**src/rtl/clk_div_gen.sv**
```systemverilog
// clk_div_gen: runtime-programmable integer clock divider.
// Divides i_ref_clk by N (2..2^RATIO_WIDTH-1) with near-50% or single-pulse duty.
// New ratio, mode and enable values are taken only at period boundaries, so a
// period that has started always completes with its original shape.
// In bypass (IDLE) the reference clock is passed straight through.
module clk_div_gen #(
    parameter int RATIO_WIDTH = 8
) (
    input  logic                   i_ref_clk,
    input  logic                   i_rst,
    input  logic                   i_clk_enable,
    input  logic [RATIO_WIDTH-1:0] i_div_ratio,
    input  logic                   i_mode,
    output logic                   o_div_clk,
    output logic                   o_div_tick,
    output logic [RATIO_WIDTH-1:0] o_active_ratio
);

    // Two-state controller: bypass or dividing.
    localparam logic [0:0] ST_IDLE = 1'b0;
    localparam logic [0:0] ST_RUN  = 1'b1;

    localparam logic [RATIO_WIDTH-1:0] CNT_ZERO  = '0;
    localparam logic [RATIO_WIDTH-1:0] CNT_ONE   = RATIO_WIDTH'(1);
    localparam logic [RATIO_WIDTH-1:0] RATIO_MIN = RATIO_WIDTH'(2);

    // Registered state.
    logic [0:0]             state;
    logic [RATIO_WIDTH-1:0] cnt;
    logic [RATIO_WIDTH-1:0] ratio_q;
    logic                   mode_q;
    logic                   div_reg;
    logic                   tick_reg;

    // Next-state values.
    logic [0:0]             state_nxt;
    logic [RATIO_WIDTH-1:0] cnt_nxt;
    logic [RATIO_WIDTH-1:0] ratio_nxt;
    logic                   mode_nxt;
    logic                   div_nxt;
    logic                   tick_nxt;

    // Decoded conditions.
    logic                   start_ok;
    logic                   at_boundary;
    logic [RATIO_WIDTH-1:0] cnt_inc;

    // Number of ref cycles the divided clock stays high in one period.
    // Mode 0 keeps floor(N/2) high, so odd ratios are one cycle longer low.
    function automatic logic [RATIO_WIDTH-1:0] high_time(
        input logic [RATIO_WIDTH-1:0] n,
        input logic                   m
    );
        return m ? CNT_ONE : (n >> 1);
    endfunction

    // A new period may begin only with the divider enabled and a real ratio;
    // 0 and 1 both request bypass.
    assign start_ok    = i_clk_enable && (i_div_ratio >= RATIO_MIN);
    assign at_boundary = (cnt == (ratio_q - CNT_ONE));
    assign cnt_inc     = cnt + CNT_ONE;

    // Next-state logic: count within a period, reload or fall back to bypass
    // at the boundary, start dividing from bypass when requested.
    always_comb begin
        // NOTE: every always_comb output gets a default first so no path can infer a latch.
        state_nxt = state;
        cnt_nxt   = cnt;
        ratio_nxt = ratio_q;
        mode_nxt  = mode_q;
        div_nxt   = div_reg;
        tick_nxt  = tick_reg;

        case (state)
            ST_IDLE: begin
                if (start_ok) begin
                    // First period starts at this very edge; H is always
                    // at least 1 for N >= 2, so cycle 0 is high.
                    state_nxt = ST_RUN;
                    ratio_nxt = i_div_ratio;
                    mode_nxt  = i_mode;
                    cnt_nxt   = CNT_ZERO;
                    div_nxt   = 1'b1;
                    tick_nxt  = 1'b1;
                end
            end

            ST_RUN: begin
                if (!at_boundary) begin
                    // Mid-period: inputs are ignored, shape follows the
                    // latched ratio and mode.
                    cnt_nxt  = cnt_inc;
                    div_nxt  = (cnt_inc < high_time(ratio_q, mode_q));
                    tick_nxt = 1'b0;
                end else if (start_ok) begin
                    // Seamless reload: next period uses the new settings.
                    ratio_nxt = i_div_ratio;
                    mode_nxt  = i_mode;
                    cnt_nxt   = CNT_ZERO;
                    div_nxt   = 1'b1;
                    tick_nxt  = 1'b1;
                end else begin
                    // Period finished and dividing no longer requested.
                    state_nxt = ST_IDLE;
                    ratio_nxt = CNT_ZERO;
                    mode_nxt  = 1'b0;
                    cnt_nxt   = CNT_ZERO;
                    div_nxt   = 1'b0;
                    tick_nxt  = 1'b0;
                end
            end

            default: begin
                state_nxt = ST_IDLE;
                ratio_nxt = CNT_ZERO;
                mode_nxt  = 1'b0;
                cnt_nxt   = CNT_ZERO;
                div_nxt   = 1'b0;
                tick_nxt  = 1'b0;
            end
        endcase
    end

    // State registers with synchronous reset that overrides every other input.
    always_ff @(posedge i_ref_clk) begin
        // NOTE: non-blocking assignments so all registers update from pre-edge values.
        if (i_rst) begin
            state    <= ST_IDLE;
            cnt      <= CNT_ZERO;
            ratio_q  <= CNT_ZERO;
            mode_q   <= 1'b0;
            div_reg  <= 1'b0;
            tick_reg <= 1'b0;
        end else begin
            state    <= state_nxt;
            cnt      <= cnt_nxt;
            ratio_q  <= ratio_nxt;
            mode_q   <= mode_nxt;
            div_reg  <= div_nxt;
            tick_reg <= tick_nxt;
        end
    end

    // Output mux: registered divided clock in RUN, reference clock in bypass.
    // The select is a register, so the only combinational path is the bypass.
    assign o_div_clk      = (state == ST_RUN) ? div_reg : i_ref_clk;
    assign o_div_tick     = tick_reg;
    assign o_active_ratio = ratio_q;

endmodule
```
**config.mk**
```make
export PLATFORM = sky130hd
export DESIGN_NAME = clk_div_gen
export DESIGN_NICKNAME = d
export VERILOG_FILES = /design/src/rtl/clk_div_gen.sv
export SDC_FILE = /design/constraint.sdc
export NUM_CORES = 1
export LEC_CHECK = 0
export CORE_ASPECT_RATIO = 1.75
export CORE_UTILIZATION = 43
export CTS_BUF_LIST = sky130_fd_sc_hd__clkbuf_4 sky130_fd_sc_hd__clkbuf_8 sky130_fd_sc_hd__clkbuf_16
export DETAILED_ROUTE_END_ITERATION = 10
export MAX_ROUTING_LAYER = met4
export PLACE_DENSITY = 0.66
export SLEW_MARGIN = 20
export SYNTH_ARGS = -nofsm -noshare
export SYNTH_HDL_FRONTEND = slang
export SYNTH_SLANG_ARGS = --single-unit
export TNS_END_PERCENT = 20
```
**constraint.sdc**
```tcl
create_clock -name i_ref_clk -period 3.05 [get_ports i_ref_clk]
set_input_delay 0.7625 -clock i_ref_clk [delete_from_list [all_inputs] [get_ports i_ref_clk]]
set_output_delay 0.7625 -clock i_ref_clk [all_outputs]
set_load 0.01 [all_outputs]
```
==> results of run 1 <==
-- per-stage QoR --
stage	setup WS (ns)	hold WS, ns	area (sq um)
final	0.05392	0.5236	1921
after global routing	0.03456	0.5483	1921
after CTS	0.0004075	0.5180	1919
after detailed placement	0.05918	0.5120	1808
after global placement	0.05918	0.4925	1808
after floorplan	0.4902	0.4729	1541
-- synth_stat cells, types with 4 or more instances --
cell,instances,share of area (%)
nor2b_1,16,6.5
nand2b_1,13,5.3
a32o_1,9,5.8
a21oi_1,6,1.9
clkbuf_1,5,1.2
a211oi_1,4,1.9
xor2_1,6,3.4
nand3_1,5,1.6
o211ai_1,6,2.9
o21ai_0,4,1.3
nand2_1,10,2.4
dfxtp_1,20,26
xnor2_1,9,5.1
nor2_1,6,1.5
ha_1,8,6.5
-- worst paths after layout --
check                                  startpoint           endpoint  slack [ns]  depth (start not counted)
worst min-delay path                       cnt[1]             cnt[1]        0.52                          2
worst max register to register  o_active_ratio[0]  o_active_ratio[2]        0.32                          9
worst max-delay path                    i_ref_clk          o_div_clk        0.05                          4
worst min register to register             cnt[1]             cnt[1]        0.52                          2
-- final cells by class --
cell class,count,area (sq um)
Fill cell,324,1478
Multi-Input combinational cell,146,1070
Sequential cell,20,400.4
Timing Repair Buffer,28,260.3
Clock buffer,7,92.59
Tap cell,45,56.30
Clock inverter,1,30.03
Inverter,3,11.26
-- worst max-delay path, delay by kind of cell --
family   cells  cell delay (ns)
buf+inv      3             0.46
mux          1             0.25
-- layer usage --
metal  share of wire [%]  GRT usage, %
met1                  38         29.36
met2                  55         46.99
met3                 4.0         5.556
met4                 2.4         12.00
met5                   0             -
-- power by group --
group / leakage [nW] / total (W) / switching [W] / internal, W
Clock: 0.0658 / 0.000405 / 0.000127 / 0.000278
Combinational: 0.448 / 0.000204 / 0.000102 / 0.000102
Sequential: 0.164 / 0.000300 / 0.0000243 / 0.000276
Total: 0.677 / 0.000910 / 0.000254 / 0.000656
-- cells by family (layout without fill, tap and decap cells) --
| logic type | after synthesis | after routing | synth area share (%) |
|---|---|---|---|
| and+or+nand+nor | 68 | 68 | 25.41 |
| AOI/OAI and AO/OA | 54 | 54 | 28.25 |
| buffers and inverters | 14 | 39 | 4.626 |
| muxes | 1 | 1 | 0.7305 |
| adders and majority gates | 8 | 8 | 6.494 |
| DFF | 20 | 20 | 25.97 |
| xor gates and xnor gates | 15 | 15 | 8.523 |
==> metrics.txt, run 1 <==
Worst-path clk slew=0.08 ns; outcome=finished clean; Netlist cell types=51; asr flop ratio synth=0%; vias in the first global route=1,542; DRC=0; Startpoint Class=clock port; post-DR wirelength/cell=17.64 um; Primary FF master, synth=dfxtp_1; Max-slew headroom=60.48%; Layout area overhead=24.59%; syn_nets=200; pwr dens=473.6 nW/um^2; RSZ-0062 raised after global routing=no; hold crit path type=flop to flop; count of final hold-check violations=0; GRT Resource Usage Total=27.63%; final clock skew=0.002897 ns; worst slew pin tran=0.5874 ns; CP endpoint kind=output port; final setup fails=0; Yosys reg bits=20; layout cells sized above 1=11.71%; Leak=0.6775 nW; ANT cells=0; antenna violation net count after detailed routing=0; critical path cell sequence=clkbuf_8, clkbuf_8, mux2_2, clkdlybuf4s15_1; critical path's slowest cell=mux2_2; most used cell, CP=clkbuf_8; setup_tns=0 ns; Cells after Synth=180; Die Area=3838 sq um; Peak VDD IR=0.4971 mV; Skew-Pair Late Insertion Delay=0.37 ns; Cell Area, Synth=1541 sq um; largest net degree at the start of global routing=27; number of enable flip-flop cells after synthesis=0; maxcap violations=0; total grt overflow=0; Worst Path Required=2.29 ns; Avg Cell Area, Syn=8.564 sq um; Largest stage delay, worst path=0.25 ns; Max FO, Critical Path=2; post-DP HPWL=3341 um; global-route wire length before repair=7272 um; Finished Layout Cells=250; Layout Utilization=56.52%; Die Height=81.21 um; violation count after the first detailed-route iteration=49; # rows=28; # resized after CTS=1; Placed Cells=243; WL final=4410 um; final RePlAce weighted congestion=0.8692; CTS tree=built; sequential share of the synthesized area=25.97%; antenna violations before repair=0; crit path DAT=2.23 ns; Synth Warn #=0; Die W=47.26 um; commonest cells after routing, fill and taps aside=dfxtp_1, clkdlybuf4s50_1, nor2b_1; nets=226; drt pass-1 iters=4; Pins Over Slew Limit=0; vias=1,534; WS Path Type=clock port to output port; # hold bufs at CTS=0; Via density=6.136; Setup Buffers After CTS=0; port bufs=21; Initial Util=45.36%; Total Power=0.0009095 W; # IOs=22; Core ar.=3398 sq um
Note: power is estimated with default switching activity, not from simulation.
==> inputs of run 2 (changes only) <==
--- a/config.mk
+++ b/config.mk
@@ -10,7 +10,7 @@
 export CTS_BUF_LIST = sky130_fd_sc_hd__clkbuf_4 sky130_fd_sc_hd__clkbuf_8 sky130_fd_sc_hd__clkbuf_16
 export DETAILED_ROUTE_END_ITERATION = 10
 export MAX_ROUTING_LAYER = met4
-export PLACE_DENSITY = 0.66
+export PLACE_DENSITY = 0.75
 export SLEW_MARGIN = 20
 export SYNTH_ARGS = -nofsm -noshare
 export SYNTH_HDL_FRONTEND = slang
==> metrics.txt, run 2 (synthesis gave the netlist of run 1 again) <==
drt pass-1 iters=4 (unchanged); total grt overflow=0 (unchanged); Layout area overhead=24.59% (unchanged); Leak=0.6766 nW (-0.13%); violation count after the first detailed-route iteration=46 (-6.1%); post-DP HPWL=3148 um (-5.8%); global-route wire length before repair=6989 um (-3.9%); CTS tree=built; vias in the first global route=1,545 (+0.19%); pwr dens=469.2 nW/um^2 (-0.93%); final clock skew=0.002627 ns (-0.0002701 ns); nets=226 (unchanged); crit path DAT=2.22 ns (about the same); Die Height=81.21 um (unchanged); Pins Over Slew Limit=0 (unchanged); WL final=4173 um (-5.4%); Die W=47.26 um (unchanged); Skew-Pair Late Insertion Delay=0.37 ns (about the same); antenna violations before repair=0 (unchanged); # rows=28 (unchanged); largest net degree at the start of global routing=19 (-30%); outcome=finished clean; Initial Util=45.36% (unchanged); maxcap violations=0 (unchanged); hold crit path type=flop to flop; post-DR wirelength/cell=16.69 um (-5.4%); Max-slew headroom=61.33% (+0.85 points); Die Area=3838 sq um (unchanged); Via density=6.172 (+0.59%); vias=1,543 (+0.59%); Startpoint Class=clock port; layout cells sized above 1=11.71% (unchanged); Peak VDD IR=0.4550 mV (-8.5%); count of final hold-check violations=0 (unchanged); ANT cells=0 (unchanged); GRT Resource Usage Total=26.43% (-1.2 points); # IOs=22 (unchanged); Worst-path clk slew=0.08 ns (about the same); Worst Path Required=2.29 ns (about the same); port bufs=21 (unchanged); Core ar.=3398 sq um (unchanged); CP endpoint kind=output port; final RePlAce weighted congestion=0.9002 (+3.6%); Max FO, Critical Path=2 (unchanged); worst slew pin tran=0.5747 ns (-0.01261 ns); commonest cells after routing, fill and taps aside=dfxtp_1, clkdlybuf4s50_1, nor2b_1; DRC=0 (unchanged); WS Path Type=clock port to output port; antenna violation net count after detailed routing=0 (unchanged); RSZ-0062 raised after global routing=no; setup_tns=0 ns (unchanged); Hold WS=0.5110 ns (-0.01255 ns); final setup fails=0 (unchanged)
run 2: cell counts in the layout (fill, tap and decap cells not counted):
No cell type changed its count.
run 2: timing repair:
item / in CTS / in global routing
resized for setup: 1 / 1
hold buffers: 0 / 0
setup endpoints to repair: 1 / 1
buffers inserted: 0 / 0
run 2: final cells by class:
| class | count | area (sq um) |
|---|---|---|
| flip-flops and latches | 20 | 400.4 |
| well taps | 45 | 56.30 |
| repair buffers | 28 | 260.3 |
| multi-input cells | 146 | 1070 |
| fillers | 321 | 1478 |
| inverters | 3 | 11.26 |
| clock buffers | 7 | 92.59 |
| clock inverters | 1 | 30.03 |
run 2: where the power goes:
group	total, W	internal (W)	switching (W)	leakage, nW
clock	0.000396	0.000277	0.000119	0.0658
sequential	0.000300	0.000276	0.0000239	0.164
combinational	0.000205	0.000101	0.000104	0.447
run 2: path summary, 6_finish.rpt:
kind	start	depth (start not counted)	end	slack [ns]
setup reg to reg	cnt[0]	9	div_reg	0.27
hold / removal	div_reg	2	div_reg	0.51
setup / recovery	i_ref_clk	4	o_div_clk	0.07
hold reg to reg	div_reg	2	div_reg	0.51
run 2: critical path, stage by stage:
cell and delay, ns:
clkbuf_8 0.11, clkbuf_8 0.11, mux2_2 0.25, clkdlybuf4s15_1 0.23
run 2: stage by stage:
step | area [sq um] | std cells | worst slack [ns] | total power (W) | utilization (%)
after floorplan | 1541 | 180 | 0.4902 | 0.0004533 | -
after global placement | 1808 | 243 | 0.05918 | 0.0005325 | 53.20
after detailed placement | 1808 | 243 | 0.05918 | 0.0005410 | 53.20
after CTS | 1919 | 250 | 0.01009 | 0.0009032 | 56.48
after global routing | 1921 | 250 | 0.03766 | 0.0009414 | 56.52
final | 1921 | 250 | 0.06643 | 0.0009011 | 56.52
run 2: layer usage:
metal / global-route usage [%] / up-vias / routed length, um
met1: 27.04 / 744 / 1518
met5: - / - / 0
met3: 6.667 / 16 / 199
li1: - / 726 / -
met2: 40.41 / 57 / 2235
met4: 21.43 / 0 / 221
==> inputs of run 3 (changes only) <==
--- a/config.mk
+++ b/config.mk
@@ -5,12 +5,13 @@
 export SDC_FILE = /design/constraint.sdc
 export NUM_CORES = 1
 export LEC_CHECK = 0
+export ABC_AREA = 1
 export CORE_ASPECT_RATIO = 1.75
 export CORE_UTILIZATION = 43
 export CTS_BUF_LIST = sky130_fd_sc_hd__clkbuf_4 sky130_fd_sc_hd__clkbuf_8 sky130_fd_sc_hd__clkbuf_16
 export DETAILED_ROUTE_END_ITERATION = 10
 export MAX_ROUTING_LAYER = met4
-export PLACE_DENSITY = 0.75
+export PLACE_DENSITY = 0.76
 export SLEW_MARGIN = 20
 export SYNTH_ARGS = -nofsm -noshare
 export SYNTH_HDL_FRONTEND = slang
==> metrics.txt, run 3 <==
outcome=finished clean; maxcap violations=0 (unchanged); final clock skew=0.006005 ns (+0.003378 ns); Setup Buffers After CTS=0 (unchanged); # resized after CTS=1 (unchanged); mux cell area share after synthesis=0% (-0.73 points); reg2reg start=cnt[0]; Skew-Pair Late Insertion Delay=0.37 ns (about the same); worst slew pin tran=0.5612 ns (-0.01353 ns); most common cell after layout, fill and taps aside=nand2_1; GRT Resource Usage Total=25.80% (-0.63 points); R2R Setup Slk=0.59 ns (+0.32 ns); Die W=46.18 um (-2.3%); global-route wire length before repair=6513 um (-6.8%); commonest cells in the netlist=nand2_1, nor2_1, inv_1, dfxtp_1, nand3_1; syn_nets=268 (+34%); Avg Cell Area, Syn=5.923 sq um (-31%); met2 Resource Use GR=39.15% (-1.3 points); Peak VDD IR=0.3648 mV (-20%); number of enable flip-flop cells after synthesis=0 (unchanged); vias=1,539 (-0.26%); Leak=0.9046 nW (+34%); GRT Max-Usage Layer=met2; largest net degree at the start of global routing=19 (unchanged); Max-slew headroom=62.45% (+1.1 points); CTS tree=built; setup_tns=0 ns (unchanged); reg2reg end=div_reg; sequential share of the synthesized area=27.26% (+1.3 points); count of final hold-check violations=0 (unchanged); Cell Area, Synth=1469 sq um (-4.7%); Synth Area in Compound Gates=6.644% (-22 points); # hold bufs at CTS=0 (unchanged); WL final=3834 um (-8.1%); Startpoint Class=clock port; post-synthesis xor/xnor area fraction=5.366% (-3.2 points); ANT cells=0 (unchanged); Worst Hold Path EP=o_div_tick; hold_sp=o_div_tick; Initial Util=45.77% (+0.41 points); Hold WS=0.4659 ns (-0.04511 ns); # IOs=22 (unchanged); Worst Path Required=2.29 ns (about the same); port bufs=21 (unchanged); Layout area overhead=23.76%; Yosys reg bits=20 (unchanged); post-DR wirelength/cell=12.09 um (-28%); antenna violation net count after detailed routing=0 (unchanged); antenna violations before repair=0 (unchanged); adder-cell share of the synthesized area=6.814% (+0.32 points); Worst-path clk slew=0.08 ns (about the same); met1 GRT Util=28.39% (+1.4 points); Primary FF master, synth=dfxtp_1; Layout Utilization=56.65% (+0.13 points); GRT met3 Usage=6.591% (-0.076 points); Synth Warn #=0 (unchanged); asr flop ratio synth=0% (unchanged); nets=295 (+31%); Max FO, Critical Path=2 (unchanged); Die Height=79.32 um (-2.3%); WS Path Type=clock port to output port; layout cells sized above 1=8.394% (-3.3 points); hold crit path type=flop to flop; RSZ-0062 raised after global routing=no; main combinational cell family by area after synthesis=simple AND/OR/NAND/NOR gates; CP endpoint kind=output port; Synth top area share=27.26% (+1.3 points); final setup fails=0 (unchanged); Area contributors post-synth=dfxtp_1, nand2_1, nor2_1; drt pass-1 iters=4 (unchanged); Netlist cell types=22 (-57%); Via density=4.855 (-21%); Pins Over Slew Limit=0 (unchanged); total grt overflow=0 (unchanged); Die Area=3663 sq um (-4.6%); violation count after the first detailed-route iteration=49 (+6.5%); DRC=0 (unchanged); Cells after Synth=248 (+38%); R2R depth=13 (+4); final RePlAce weighted congestion=0.8459 (-6.0%); post-DP HPWL=2828 um (-10%); crit path DAT=2.11 ns (-0.11 ns); most frequent cell after synthesis=nand2_1; Worst Hold Depth=2 (unchanged); # rows=27 (-3.6%); pwr dens=478.7 nW/um^2 (+2.0%); vias in the first global route=1,487 (-3.8%); commonest cells after routing, fill and taps aside=nand2_1, nor2_1, inv_1; cell taking the most area after synthesis=dfxtp_1; Core ar.=3209 sq um (-5.6%); Synth Area in Simple Gates=42.50% (+17 points)
[run 3: changes by cell type in the layout (fill, tap and decap cells not counted), moves of 6 or more]
| cell | before | now |
|---|---|---|
| buf_4 | 8 | 2 |
| nand2_1 | 10 | 80 |
| a21oi_1 | 6 | 12 |
| nor2b_1 | 16 | 0 |
| o211ai_1 | 6 | 0 |
| nor2_1 | 6 | 40 |
| nand2b_1 | 13 | 0 |
| xnor2_1 | 9 | 2 |
| a32o_1 | 9 | 0 |
| inv_1 | 3 | 32 |
| nand3_1 | 5 | 18 |
[run 3: kinds of logic after synthesis]
| group | count (synthesis) |
|---|---|
| AO/OA/AOI/OAI | 19 |
| XOR/XNOR | 9 |
| buffers and inverters | 42 |
| AND/OR/NAND/NOR | 150 |
| flip-flops | 20 |
| adder cells (fa/ha/maj) | 8 |
[run 3: critical path: stages]
cell and delay [ns]:
clkbuf_8 0.11, clkbuf_8 0.12, nand2_1 0.05, nand2_1 0.04, dlygate4sd2_1 0.27
[run 3: worst max-delay path by stage]
stage | start | to | slack [ns] | cells after the start
floorplan | i_ref_clk | o_div_clk | 0.64 | 2
finish | i_ref_clk | o_div_clk | 0.17 | 5
global route | i_ref_clk | o_div_clk | 0.14 | 5
global placement | i_ref_clk | o_div_clk | 0.22 | 3
detailed placement | i_ref_clk | o_div_clk | 0.22 | 3
CTS | i_ref_clk | o_div_clk | 0.16 | 5
[run 3: cell type report]
cell class | instances | area, sq um
Inverter | 38 | 142.6
Tap cell | 43 | 53.80
Clock buffer | 8 | 105.1
Timing Repair Buffer | 22 | 215.2
Sequential cell | 20 | 400.4
Multi-Input combinational cell | 186 | 900.9
Fill cell | 335 | 1391
[run 3: where the power goes]
part	internal (W)	switching, W	total (W)
logic	0.0000960	0.000136	0.000232
registers	0.000278	0.0000227	0.000301
clock network	0.000211	0.000127	0.000337
[run 3: routing by layer]
metal,up-vias,part of all wire (%)
met5,-,0
met4,0,4.2
met3,14,2.6
met2,39,54
met1,673,39
li1,813,-
[run 3: per-stage QoR]
stage          area (sq um)  setup WS (ns)  instances   power, W
4_1_cts                1818         0.1577        317  0.0008734
2_1_floorplan          1469         0.6431        248  0.0004705
5_1_grt                1818         0.1383        317  0.0009266
3_5_place_dp           1723         0.2245        310  0.0005624
3_3_place_gp           1723         0.2245        310  0.0005574
6_report               1818         0.1733        317  0.0008704
